`src/rtl/cordic_spi_slave.sv`:
```
// cordic_spi_slave
//   SPI mode-0 slave front-end for the CORDIC engine. Pad-level sclk/mosi/cs_n
//   are synchronised into the i_clk domain. Command frames are decoded to
//   deliver angle words and a start strobe to the core. Latched cos/sin results
//   are serialised back on miso. The block also owns the data_ready flag.
//
//   Commands (first byte of a cs_n frame):
//     0x01  write angle: DATA_WIDTH_CORDIC bits follow, MSB first
//     0x02  read result: cos then sin, MSB first, starting on the next sclk fall
//     0x03  read status {data_ready, i_busy, overrun, 0...}
//           (only when CORDIC_SPI_STATUS_EN is defined)
//
//   Optional feature macro: CORDIC_SPI_STATUS_EN (sticky overrun bit and 0x03).
//
//   Ports:
//     i_clk, rst_n        system clock, synchronous active-low reset
//     sclk, mosi, cs_n    asynchronous SPI pad inputs
//     miso                SPI data out
//     data_ready          an unread CORDIC result is available
//     o_angle, o_start    angle word and one-cycle start strobe to the core
//     i_cos, i_sin        core results
//     i_done              one-cycle result-valid strobe
//     i_busy              core iterating
module cordic_spi_slave #(
  parameter int DATA_WIDTH_CORDIC = 16,
  parameter int DATA_WIDTH_SPI    = 8,
  parameter int SYNC_STAGES       = 2
) (
  input  logic                         i_clk,
  input  logic                         rst_n,
  input  logic                         sclk,
  input  logic                         mosi,
  input  logic                         cs_n,
  output logic                         miso,
  output logic                         data_ready,
  output logic [DATA_WIDTH_CORDIC-1:0] o_angle,
  output logic                         o_start,
  input  logic [DATA_WIDTH_CORDIC-1:0] i_cos,
  input  logic [DATA_WIDTH_CORDIC-1:0] i_sin,
  input  logic                         i_done,
  input  logic                         i_busy
);

  localparam int TXW = 2 * DATA_WIDTH_CORDIC;
  localparam int CW  = $clog2(TXW + 1);

  localparam logic [CW-1:0] CMD_LAST = CW'(DATA_WIDTH_SPI - 1);
  localparam logic [CW-1:0] WR_LAST  = CW'(DATA_WIDTH_CORDIC - 1);
  localparam logic [CW-1:0] RD_FULL  = CW'(TXW);

  localparam logic [DATA_WIDTH_SPI-1:0] CMD_WR = DATA_WIDTH_SPI'(1);
  localparam logic [DATA_WIDTH_SPI-1:0] CMD_RD = DATA_WIDTH_SPI'(2);

  // COMMIT is the single cycle after the last angle bit is shifted in.
  typedef enum logic [2:0] {
    IDLE, CMD, WR_DATA, COMMIT, RD_DATA, DISCARD
  } state_t;

  state_t state_q, state_d;

  logic [SYNC_STAGES-1:0] sclk_sync, mosi_sync, cs_sync;
  logic sclk_d, cs_d;
  logic sclk_s, mosi_s, cs_s;
  logic sclk_rise, sclk_fall, cs_fall, cs_rise;

  logic [CW-1:0]                cnt;
  logic [DATA_WIDTH_CORDIC-1:0] rx;
  logic [DATA_WIDTH_CORDIC-1:0] rx_next;
  logic [DATA_WIDTH_SPI-1:0]    cmd_byte;
  logic [TXW-1:0]               tx;
  logic [CW-1:0]                rd_len;

  logic cnt_clr, rx_shift, tx_shift, snap, commit, drop;

  // The synchroniser outputs plus one extra sample form the edge detectors.
  always_ff @(posedge i_clk) begin
    if (!rst_n) begin
      sclk_sync <= '0;
      mosi_sync <= '0;
      cs_sync   <= '1;
      sclk_d    <= 1'b0;
      cs_d      <= 1'b1;
    end else begin
      sclk_sync <= {sclk_sync[SYNC_STAGES-2:0], sclk};
      mosi_sync <= {mosi_sync[SYNC_STAGES-2:0], mosi};
      cs_sync   <= {cs_sync[SYNC_STAGES-2:0], cs_n};
      sclk_d    <= sclk_s;
      cs_d      <= cs_s;
    end
  end

  assign sclk_s    = sclk_sync[SYNC_STAGES-1];
  assign mosi_s    = mosi_sync[SYNC_STAGES-1];
  assign cs_s      = cs_sync[SYNC_STAGES-1];
  assign sclk_rise = sclk_s & ~sclk_d;
  assign sclk_fall = ~sclk_s & sclk_d;
  assign cs_fall   = ~cs_s & cs_d;
  assign cs_rise   = cs_s & ~cs_d;

  assign rx_next  = {rx[DATA_WIDTH_CORDIC-2:0], mosi_s};
  assign cmd_byte = rx_next[DATA_WIDTH_SPI-1:0];

`ifdef CORDIC_SPI_STATUS_EN
  localparam logic [DATA_WIDTH_SPI-1:0] CMD_ST    = DATA_WIDTH_SPI'(3);
  localparam logic [CW-1:0]             RD_STATUS = CW'(DATA_WIDTH_SPI);
  logic snap_status;
  logic overrun;
`endif

  always_ff @(posedge i_clk) begin
    if (!rst_n) state_q <= IDLE;
    else        state_q <= state_d;
  end

  always_comb begin
    state_d  = state_q;
    cnt_clr  = 1'b0;
    rx_shift = 1'b0;
    tx_shift = 1'b0;
    snap     = 1'b0;
    commit   = 1'b0;
    drop     = 1'b0;
`ifdef CORDIC_SPI_STATUS_EN
    snap_status = 1'b0;
`endif
    case (state_q)
      IDLE: begin
        if (cs_fall) begin
          state_d = CMD;
          cnt_clr = 1'b1;
        end
      end
      CMD: begin
        if (sclk_rise) begin
          rx_shift = 1'b1;
          if (cnt == CMD_LAST) begin
            cnt_clr = 1'b1;
            if (cmd_byte == CMD_WR) begin
              state_d = WR_DATA;
            end else if (cmd_byte == CMD_RD) begin
              state_d = RD_DATA;
              snap    = 1'b1;
`ifdef CORDIC_SPI_STATUS_EN
            end else if (cmd_byte == CMD_ST) begin
              state_d     = RD_DATA;
              snap_status = 1'b1;
`endif
            end else begin
              state_d = DISCARD;
            end
          end
        end
      end
      WR_DATA: begin
        if (sclk_rise) begin
          rx_shift = 1'b1;
          if (cnt == WR_LAST) state_d = COMMIT;
        end
      end
      COMMIT: begin
        // The word is complete here, so it commits even if cs_n is rising.
        commit  = ~i_busy;
        drop    = i_busy;
        state_d = DISCARD;
      end
      RD_DATA: begin
        if (sclk_fall) begin
          if (cnt == rd_len) state_d = DISCARD;
          else               tx_shift = 1'b1;
        end
      end
      DISCARD: state_d = DISCARD;
      default: state_d = IDLE;
    endcase
    if (cs_rise) state_d = IDLE;
  end

  always_ff @(posedge i_clk) begin
    if (!rst_n) begin
      cnt        <= '0;
      rx         <= '0;
      tx         <= '0;
      miso       <= 1'b0;
      data_ready <= 1'b0;
      o_angle    <= '0;
      o_start    <= 1'b0;
    end else begin
      o_start <= commit;
      if (commit) o_angle <= rx;

      if (cnt_clr)                   cnt <= '0;
      else if (rx_shift || tx_shift) cnt <= cnt + CW'(1);

      if (rx_shift) rx <= rx_next;

      if (snap) tx <= {i_cos, i_sin};
`ifdef CORDIC_SPI_STATUS_EN
      else if (snap_status)
        tx <= {data_ready, i_busy, overrun, {(DATA_WIDTH_SPI-3){1'b0}},
               {(TXW-DATA_WIDTH_SPI){1'b0}}};
`endif
      else if (tx_shift) tx <= {tx[TXW-2:0], 1'b0};

      // miso only carries data while a read is in progress; zero otherwise.
      if (tx_shift && state_d == RD_DATA) miso <= tx[TXW-1];
      else if (state_d != RD_DATA)        miso <= 1'b0;

      // A completion arriving with the read decode wins over the clear.
      if (i_done)    data_ready <= 1'b1;
      else if (snap) data_ready <= 1'b0;
    end
  end

`ifdef CORDIC_SPI_STATUS_EN
  always_ff @(posedge i_clk) begin
    if (!rst_n) begin
      overrun <= 1'b0;
      rd_len  <= RD_FULL;
    end else begin
      if (drop)             overrun <= 1'b1;
      else if (snap_status) overrun <= 1'b0;
      if (snap)             rd_len <= RD_FULL;
      else if (snap_status) rd_len <= RD_STATUS;
    end
  end
`else
  assign rd_len = RD_FULL;
`endif

endmodule

```
`config.mk`:
```
export PLATFORM = sky130hd
export DESIGN_NAME = cordic_spi_slave
export DESIGN_NICKNAME = d
export VERILOG_FILES = /design/src/rtl/cordic_spi_slave.sv
export SDC_FILE = /design/constraint.sdc
export NUM_CORES = 1
export LEC_CHECK = 0
export CAP_MARGIN = 20
export CORE_MARGIN = 1
export CORE_UTILIZATION = 47
export CTS_CLUSTER_DIAMETER = 100
export CTS_CLUSTER_SIZE = 8
export DETAILED_ROUTE_END_ITERATION = 16
export PLACE_DENSITY = 0.76
export SLEW_MARGIN = 20
export SYNTH_ARGS = -nofsm -noshare
export SYNTH_HDL_FRONTEND = slang
export SYNTH_SLANG_ARGS = --single-unit
export TNS_END_PERCENT = 30
```
`constraint.sdc`:
```
create_clock -name i_clk -period 2.1 [get_ports i_clk]
set_clock_uncertainty 0.2 [all_clocks]
set_input_delay 0.315 -clock i_clk [delete_from_list [all_inputs] [get_ports i_clk]]
set_output_delay 0.315 -clock i_clk [all_outputs]
set_load 0.05 [all_outputs]
```
### Word-level counts from Yosys, hierarchy flattened

Cells that the tools add are included.

| word-level totals | value |
|---|---|
| bits of input ports | 39 |
| logic and storage cells | 77 |
| output and inout port bits | 19 |
| bits in registers | 84 |

| operators by class | value |
|---|---|
| $add $sub $neg | 1 |
| bitwise gates (word level) | 10 |
| equality and inequality tests | 12 |
| muxes and demuxes | 32 |
| reduce and logical (&&, ||, !) cells | 9 |

Operators by type and width:

| operator | count |
|---|---|
| $mux W32 | 2 |
| $mux W3 | 9 |
| $mux W1 | 19 |
| $pmux W3 S5 | 1 |
| $eq A3 B3 Y1 const B | 3 |
| $eq A8 B1 Y1 const B | 1 |
| $eq A8 B2 Y1 const B | 1 |
| $add A6 B1 Y6 const B | 1 |
| $eq A3 B2 Y1 const B | 2 |
| $eq A6 B3 Y1 const B | 1 |
| $eq A6 B4 Y1 const B | 1 |
| $eq A6 B6 Y1 const B | 1 |
| $not A1 Y1 | 6 |
| $reduce_bool A2 Y1 | 3 |
| $reduce_or A2 Y1 | 3 |
| $and A1 B1 Y1 | 4 |
| $eq A3 B1 Y1 const B | 1 |
| $logic_not A3 Y1 | 1 |
| $ne A3 B3 Y1 const B | 1 |
| $pmux W1 S2 | 1 |
| $logic_and A1 B1 Y1 | 1 |
| $logic_or A1 B1 Y1 | 1 |

### Longest topological paths before layout

| depth | value |
|---|---|
| depth in word-level cells | 10 |
| mapped depth | 8 |
| gate-level depth less buffers | 6 |

### Worst setup path after synthesis

OpenSTA, ideal clock, no wires.

| timing | value |
|---|---|
| path kind | reg-to-reg |
| start point | register cnt[1] |
| end point | register data_ready |
| path buffers | 2 |
| required time | 1,772 ps |
| arrival time | 1,950 ps |
| period minus slack after synthesis | 2,278 ps |
| setup time | 128 ps |
| setup slack | -178 ps |
| stages on the path, launching flop included | 9 |
| cells stage by stage | dfxtp_1 ha_1 and4bb_2 nand3_1 or4_1 clkbuf_1 clkbuf_1 a21oi_1 nor2_1 |

| between the ends | value |
|---|---|
| longest elaborated chain between the ends | 5 |

Ends and longest elaborated chain:

| item | RTL line | RTL |
|---|---|---|
| start: declaration | 66 | `logic [CW-1:0] cnt;` |
| start signal: assignment | 192 | `else if (rx_shift \|\| tx_shift) cnt <= cnt + CW'(1);` |
| $eq A6 B3 Y1 | 136 | `if (cnt == CMD_LAST) begin` |
| $mux W1 | 136 |  |
| $mux W1 | 134 | `if (sclk_rise) begin` |
| $mux W1 | 126 | `case (state_q)` |
| $reduce_bool A2 Y1 (no source line) | n/a |  |
| end signal: assignment | 184 | `data_ready <= 1'b0;` |
| end signal: assignment | 209 | `if (i_done) data_ready <= 1'b1;` |
| end signal: assignment | 210 | `else if (snap) data_ready <= 1'b0;` |
| end: declaration | 35 | `output logic data_ready,` |

No other way between the ends.
A chain may end at the register's enable or synchronous reset.

### Final worst setup path

| timing | value |
|---|---|
| start point | register state_q[1] |
| end point | register tx[22] |

| between the ends | value |
|---|---|
| longest elaborated chain between the ends | 3 |
| elaborated cells on any way between the ends | 6 |
| those cells by class | 2 x eq/ne; 3 x mux; 1 x reduce/logical |

Ends and longest elaborated chain:

| item | RTL line | RTL |
|---|---|---|
| start: declaration | 59 | `state_t state_q, state_d;` |
| start signal: assignment | 112 | `else state_q <= state_d;` |
| $eq A3 B1 Y1 or $eq A3 B3 Y1 (tied branches) | 126 |  |
| $mux W1 | 126 |  |
| $mux W32 or $reduce_bool A2 Y1 (tied branches) | n/a |  |
| end signal: assignment | 196 | `if (snap) tx <= {i_cos, i_sin};` |
| end signal: assignment | 202 | `else if (tx_shift) tx <= {tx[TXW-2:0], 1'b0};` |
| end: declaration | 70 | `logic [TXW-1:0] tx;` |

Parallel ways exist; a longest one is shown, timed or not.

==> flow_summary.yaml <==
worst_setup_path:
  crit_arrival_ns: 2.21
  critPathCaptureType: "flip-flop"
  cp_max_fo: 21
  reg2reg_slack_ns: -0.03
  critical-path-top-delay-family: "simple AND/OR/NAND/NOR gates"
  cp_num_buf_inv: 3
  max_stage_delay_ns: 0.58
  critPathSlowestCell: "or4_4"
  path_common_cell: "buf_4"
  path_cells: "buf_4 -> buf_4 -> nor2_4 -> nand2_2 -> or4_4 -> clkbuf_16 -> a211oi_2"
  critPathKind: "reg -> reg"
  cp.required_ns: 2.17
  setup.worst_path.start_class: "flip-flop"
floorplan:
  initial_utilization_pct: 49.7
  core_um2: 6910
  fp.dieW_um: 87.5
  ios: 58
  die_y_um: 87.5
  die_area_um2: 7650
  rows: 30
clocking:
  cts.sinks: 84
  clkTransAtPathRegs_ns: 0.09
  ctsRootBufferMaster: "clkbuf_8"
  numCtsBuffers: 9
  clkLatencyLatePin_ns: 0.36
  cts.path.max_buffers: 2
  cts_tree: "done"
  htree_levels: 3
synth:
  yosysUniqueCellTypes: 40
  ys_ff_latch: 84
  seq_area_frac_synth_pct: 49.0
  synth_edf_count: 0
  synth_most_common_cell: "dfxtp_1"
  post_synth.cell_area_avg_um2: 9.20
  synth_top_area_cell: "dfxtp_1"
  ys_top_cells_by_count: "dfxtp_1 (84), nor2_1 (57), mux2i_1 (48), nand2_1 (42), a211oi_1 (33)"
  synth_area_leaders: "dfxtp_1 (49%), mux2i_1 (14%), a211oi_1 (7.2%)"
  dominantRegCellSynth: "dfxtp_1"
  synth.top_cell.area_share_pct: 49.0
  asyncSetResetFlopFracSynth_pct: 0
  synth.cell_area_um2: 3430
  syn_nets: 414
  ys_warn_count: 0
  syn_inst: 373
detailed_routing:
  ant_nets: 0
  wl_per_cell_um: 14.8
  drt_iter0_drc: 109
  via_per_inst: 5.30
  first_pass_iters: 4
  drc: 0
  wl_mm: 8.26
  vias: 2954
timing:
  fmax_mhz: 469
  final-hold-violation-count: 0
  finalCritPeriodShare_pct: 102
  final-setup-viol-count: 5
  fin_tns_setup_ns: -0.108
  slew_headroom_pct: 65.0
  tightest_slew_ns: 0.523
  period_minus_slack_ns: 2.13
  slew_viol_final: 0
  grt_setup_unrepaired: "true"
  finalWorstSetupSlack_ns: -0.0344
worst_hold_path:
  hold_path_class: "reg -> reg"
cells_and_area:
  layout-drive-gt1-share_pct: 21.7
  syn_to_final_growth_pct: 41.3
  instances_no_fill: 557
  fill_cells: 531
  antenna-diode-count: 0
  nets: 497
grt:
  antenna_found_initial: 0
  overflow: 0
  grt_usage_pct: 20.8
  grt_pass1_wl_mm: 12.3
  grt_pass1_vias: 2709
  grt_max_degree: 44
power_and_ir_drop:
  p_leak_nw: 2.08
  ir_drop_mv: 0.473
  p_total_mw: 3.03
  powerDensity_nw_per_um2: 625
outcome:
  failed_checks: "negative setup slack"
  status: "complete, but fails checks"
placement:
  gp_congestion: 0.769
  placedCellCount: 535
  hpwlAfterDp_mm: 5.07
  dp_slack_ns: -0.163
  io_buffer_count: 57
flow_run:
  drv_cap: 0
-- stage by stage --
step	area, µm²	hold slack [ns]	util, %
after detailed placement	4330	0.220	62.7
after floorplan	3450	0.186	-
after global routing	4850	0.250	70.2
final	4850	0.236	70.2
after CTS	4610	0.238	66.7
after global placement	4330	0.219	62.7
-- repair_timing --
| item | in CTS | in global routing |
|---|---|---|
| pin swaps | 2 | 2 |
| resized for setup | 10 | 37 |
| hold buffers | 0 | 0 |
| setup buffers | 2 | 0 |
| endpoints found under the hold margin | 0 | 0 |
| endpoints found under the setup margin | 36 | 36 |
| cloned | 0 | 4 |
-- path summary, 6_finish.rpt --
check,startpoint,cells after the start,end
min,cs_sync[0],1,cs_sync[1]
min reg2reg,cs_sync[0],1,cs_sync[1]
max reg2reg,state_q[1],7,tx[22]
max,state_q[1],7,tx[22]
-- state kept, by name (all words and copies together) (netlist names) --
register / flops
o_start: 1
cs_d: 1
data_ready: 1
mosi_sync: 2
tx: 32
o_angle: 16
sclk_sync: 2
sclk_d: 1
miso: 1
rx: 16
cs_sync: 2
state_q: 3
cnt: 6
-- area by class of cell --
type | instances | area, µm² | area share [%]
Timing Repair Buffer | 97 | 997 | 20.6
Multi-Input combinational cell | 257 | 1790 | 37.0
Clock inverter | 7 | 98.8 | 2.04
Tap cell | 96 | 120 | 2.48
Clock buffer | 9 | 124 | 2.55
Inverter | 7 | 26.3 | 0.542
Sequential cell | 84 | 1690 | 34.9
-- worst register-to-register path, stage by stage, from the launching register on --
cell	delay [ns]
dfxtp_4	0.36
buf_4	0.14
buf_4	0.14
nor2_4	0.09
nand2_2	0.07
or4_4	0.58
clkbuf_16	0.24
a211oi_2	0.23
-- cells by family after synthesis --
logic type	count (synthesis)	share of synthesized area, %
buffers and inverters	32	3.83
XOR/XNOR	2	0.510
AND/OR/NAND/NOR	137	18.4
adder cells (fa/ha/maj)	2	0.729
flip-flops	84	49.0
multiplexers	48	14.0
AO/OA/AOI/OAI	68	13.5
-- per-layer routing --
layer | wire length, µm | global-route usage, % | up-vias
li1 | - | - | 1465
met1 | 3690 | 25.8 | 1398
met2 | 4050 | 32.6 | 77
met3 | 355 | 5.69 | 14
met4 | 162 | 11.3 | 0
met5 | 0 | 0 | -
-- cells in the final DEF, fill, tap and decap left out, types with 6 or more instances in the layout --
cell / instances
a211oi_1: 20
clkbuf_8: 9
nor2_1: 48
dfxtp_1: 79
nand2b_1: 7
and2_1: 6
buf_4: 31
a211oi_2: 13
nor2_2: 6
inv_1: 6
a21oi_1: 22
mux2i_1: 46
nand2_1: 41
clkdlybuf4s50_1: 56
-- power breakdown --
| part | internal, mW | switching [mW] |
|---|---|---|
| Sequential | 1.60 | 0.00642 |
| Combinational | 0.0932 | 0.0649 |
| Clock | 0.675 | 0.592 |
| Total | 2.37 | 0.663 |
No activity file was read; power rests on OpenSTA's default activity.
==> RTL edit, RTL diff (same settings) <==
The option `CORDIC_SPI_STATUS_EN` is turned on by a define.
--- a/src/rtl/cordic_spi_slave.sv
+++ b/src/rtl/cordic_spi_slave.sv
@@ -21,6 +21,8 @@
 //     i_cos, i_sin        core results
 //     i_done              one-cycle result-valid strobe
 //     i_busy              core iterating
+`define CORDIC_SPI_STATUS_EN
+
 module cordic_spi_slave #(
   parameter int DATA_WIDTH_CORDIC = 16,
   parameter int DATA_WIDTH_SPI    = 8,
Check against the original RTL: same outputs for any inputs over 10 cycles, from zero or initial values and one cycle with rst_n low; that may be too few to reach the edited logic, so the function may still have changed.
==> RTL edit against the unedited design <==
Synthesized area increased by 3.8%. Core utilization down 7.9 points. Synthesized cell count rose by 9.9%. Worst setup slack improved by 0.12 ns. Cell count increased by 3.8%. Power rose by 2.1%. Count of clock-buffer cells in the layout did not move. Final area shrank 6.4%. Sequential cell count increased by 3. Critical path depth is 6 lower. Wire length shrank 8.2%. Sequential share of layout area up 3.5 points. Largest power group unchanged. Highest routed layer unchanged.
==> RTL edit: results <==
metrics = {
    "synth": {
        "synthTopCellsByArea": "dfxtp_1 (49%), nand2_1 (10%), a22oi_1 (5.7%)",
        "synth_nets": 451,
        "muxShareOfSynthArea": 0.0116,
        "ys_top_cells_by_count": "nand2_1 (98), dfxtp_1 (87), a21oi_1 (37)",
        "synth_area_mm2": 0.00356,
        "synth_adder_area_share": 0.00702,
        "synth_compound_area_frac": 0.211,
        "yosysSeqAreaShare": 0.489,
        "syn_area_per_cell_um2": 8.69,
    },
    "grt": {
        "gr-usage-met3": 0.0499,
        "grt_pass1_vias": 2945,
        "met1_usage": 0.281,
        "track_usage": 0.213,
        "grt_pass1_wl_um": 13200,
    },
    "worst_setup_path": {
        "arrival_ns": 1.50,
        "ff2ff_setup_slack_ns": 0.12,
        "crit_family": "buffers and inverters",
        "reg2regPathDepth": 5,
        "worstReg2RegStart": "cnt[4]$_SDFFE_PP0P_",
        "reg2reg_to": "tx[30]$_SDFFE_PN0P_",
    },
    "layout": {
        "area_growth_pct": 27.4,
        "bufAreaShareNonClock": 0.174,
        "buffers": 81,
        "n_all_inverters": 5,
        "multi_input_area_share": 0.363,
        "regArea_mm2": 0.00174,
        "n_fill_cell": 642,
    },
    "timing": {
        "slew_headroom": 0.656,
        "hold_slack_ns": 0.213,
    },
    "detailed_routing": {
        "met3_length_um": 260,
        "via_count": 3063,
        "wl_met1_um": 3530,
        "drt_iter0_markers": 152,
    },
    "power": {
        "power.leakage_nw": 1.55,
        "ir_drop_mv": 0.519,
        "p_sw_frac": 0.218,
    },
    "clock_tree": {
        "ctsResizeCount": 0,
    },
    "placement": {
        "place.gp.congestion": 0.852,
        "dp_hpwl_um": 5270,
    },
    "status": {
        "status": "finished, final reports clean",
    },
}
-- RTL edit: changes by cell type in the layout (fill, tap and decap cells not counted), moves of 15 or more --
| cell | unedited run | this run |
|---|---|---|
| a22oi_1 | 0 | 27 |
| a21oi_1 | 22 | 37 |
| mux2i_1 | 46 | 3 |
| o21ai_0 | 1 | 31 |
| nor2_1 | 48 | 14 |
| nand2_1 | 41 | 98 |
-- RTL edit: worst max path at each step --
stage / cells after the start / to / slack, ns / startpoint
6_report: 1 / o_angle[1] / 0.09 / o_angle[1]$_SDFFE_PN0P_
5_1_grt: 7 / tx[12]$_SDFFE_PN0P_ / -0.001 / cnt[4]$_SDFFE_PP0P_
4_1_cts: 1 / data_ready / 0.03 / data_ready$_SDFFE_PN0P_
3_5_place_dp: 6 / cnt[2]$_SDFFE_PP0P_ / 0.12 / rst_n
3_3_place_gp: 6 / tx[14]$_SDFFE_PN0P_ / 0.15 / rst_n
2_1_floorplan: 7 / data_ready$_SDFFE_PN0P_ / 0.13 / cnt[1]$_SDFFE_PP0P_
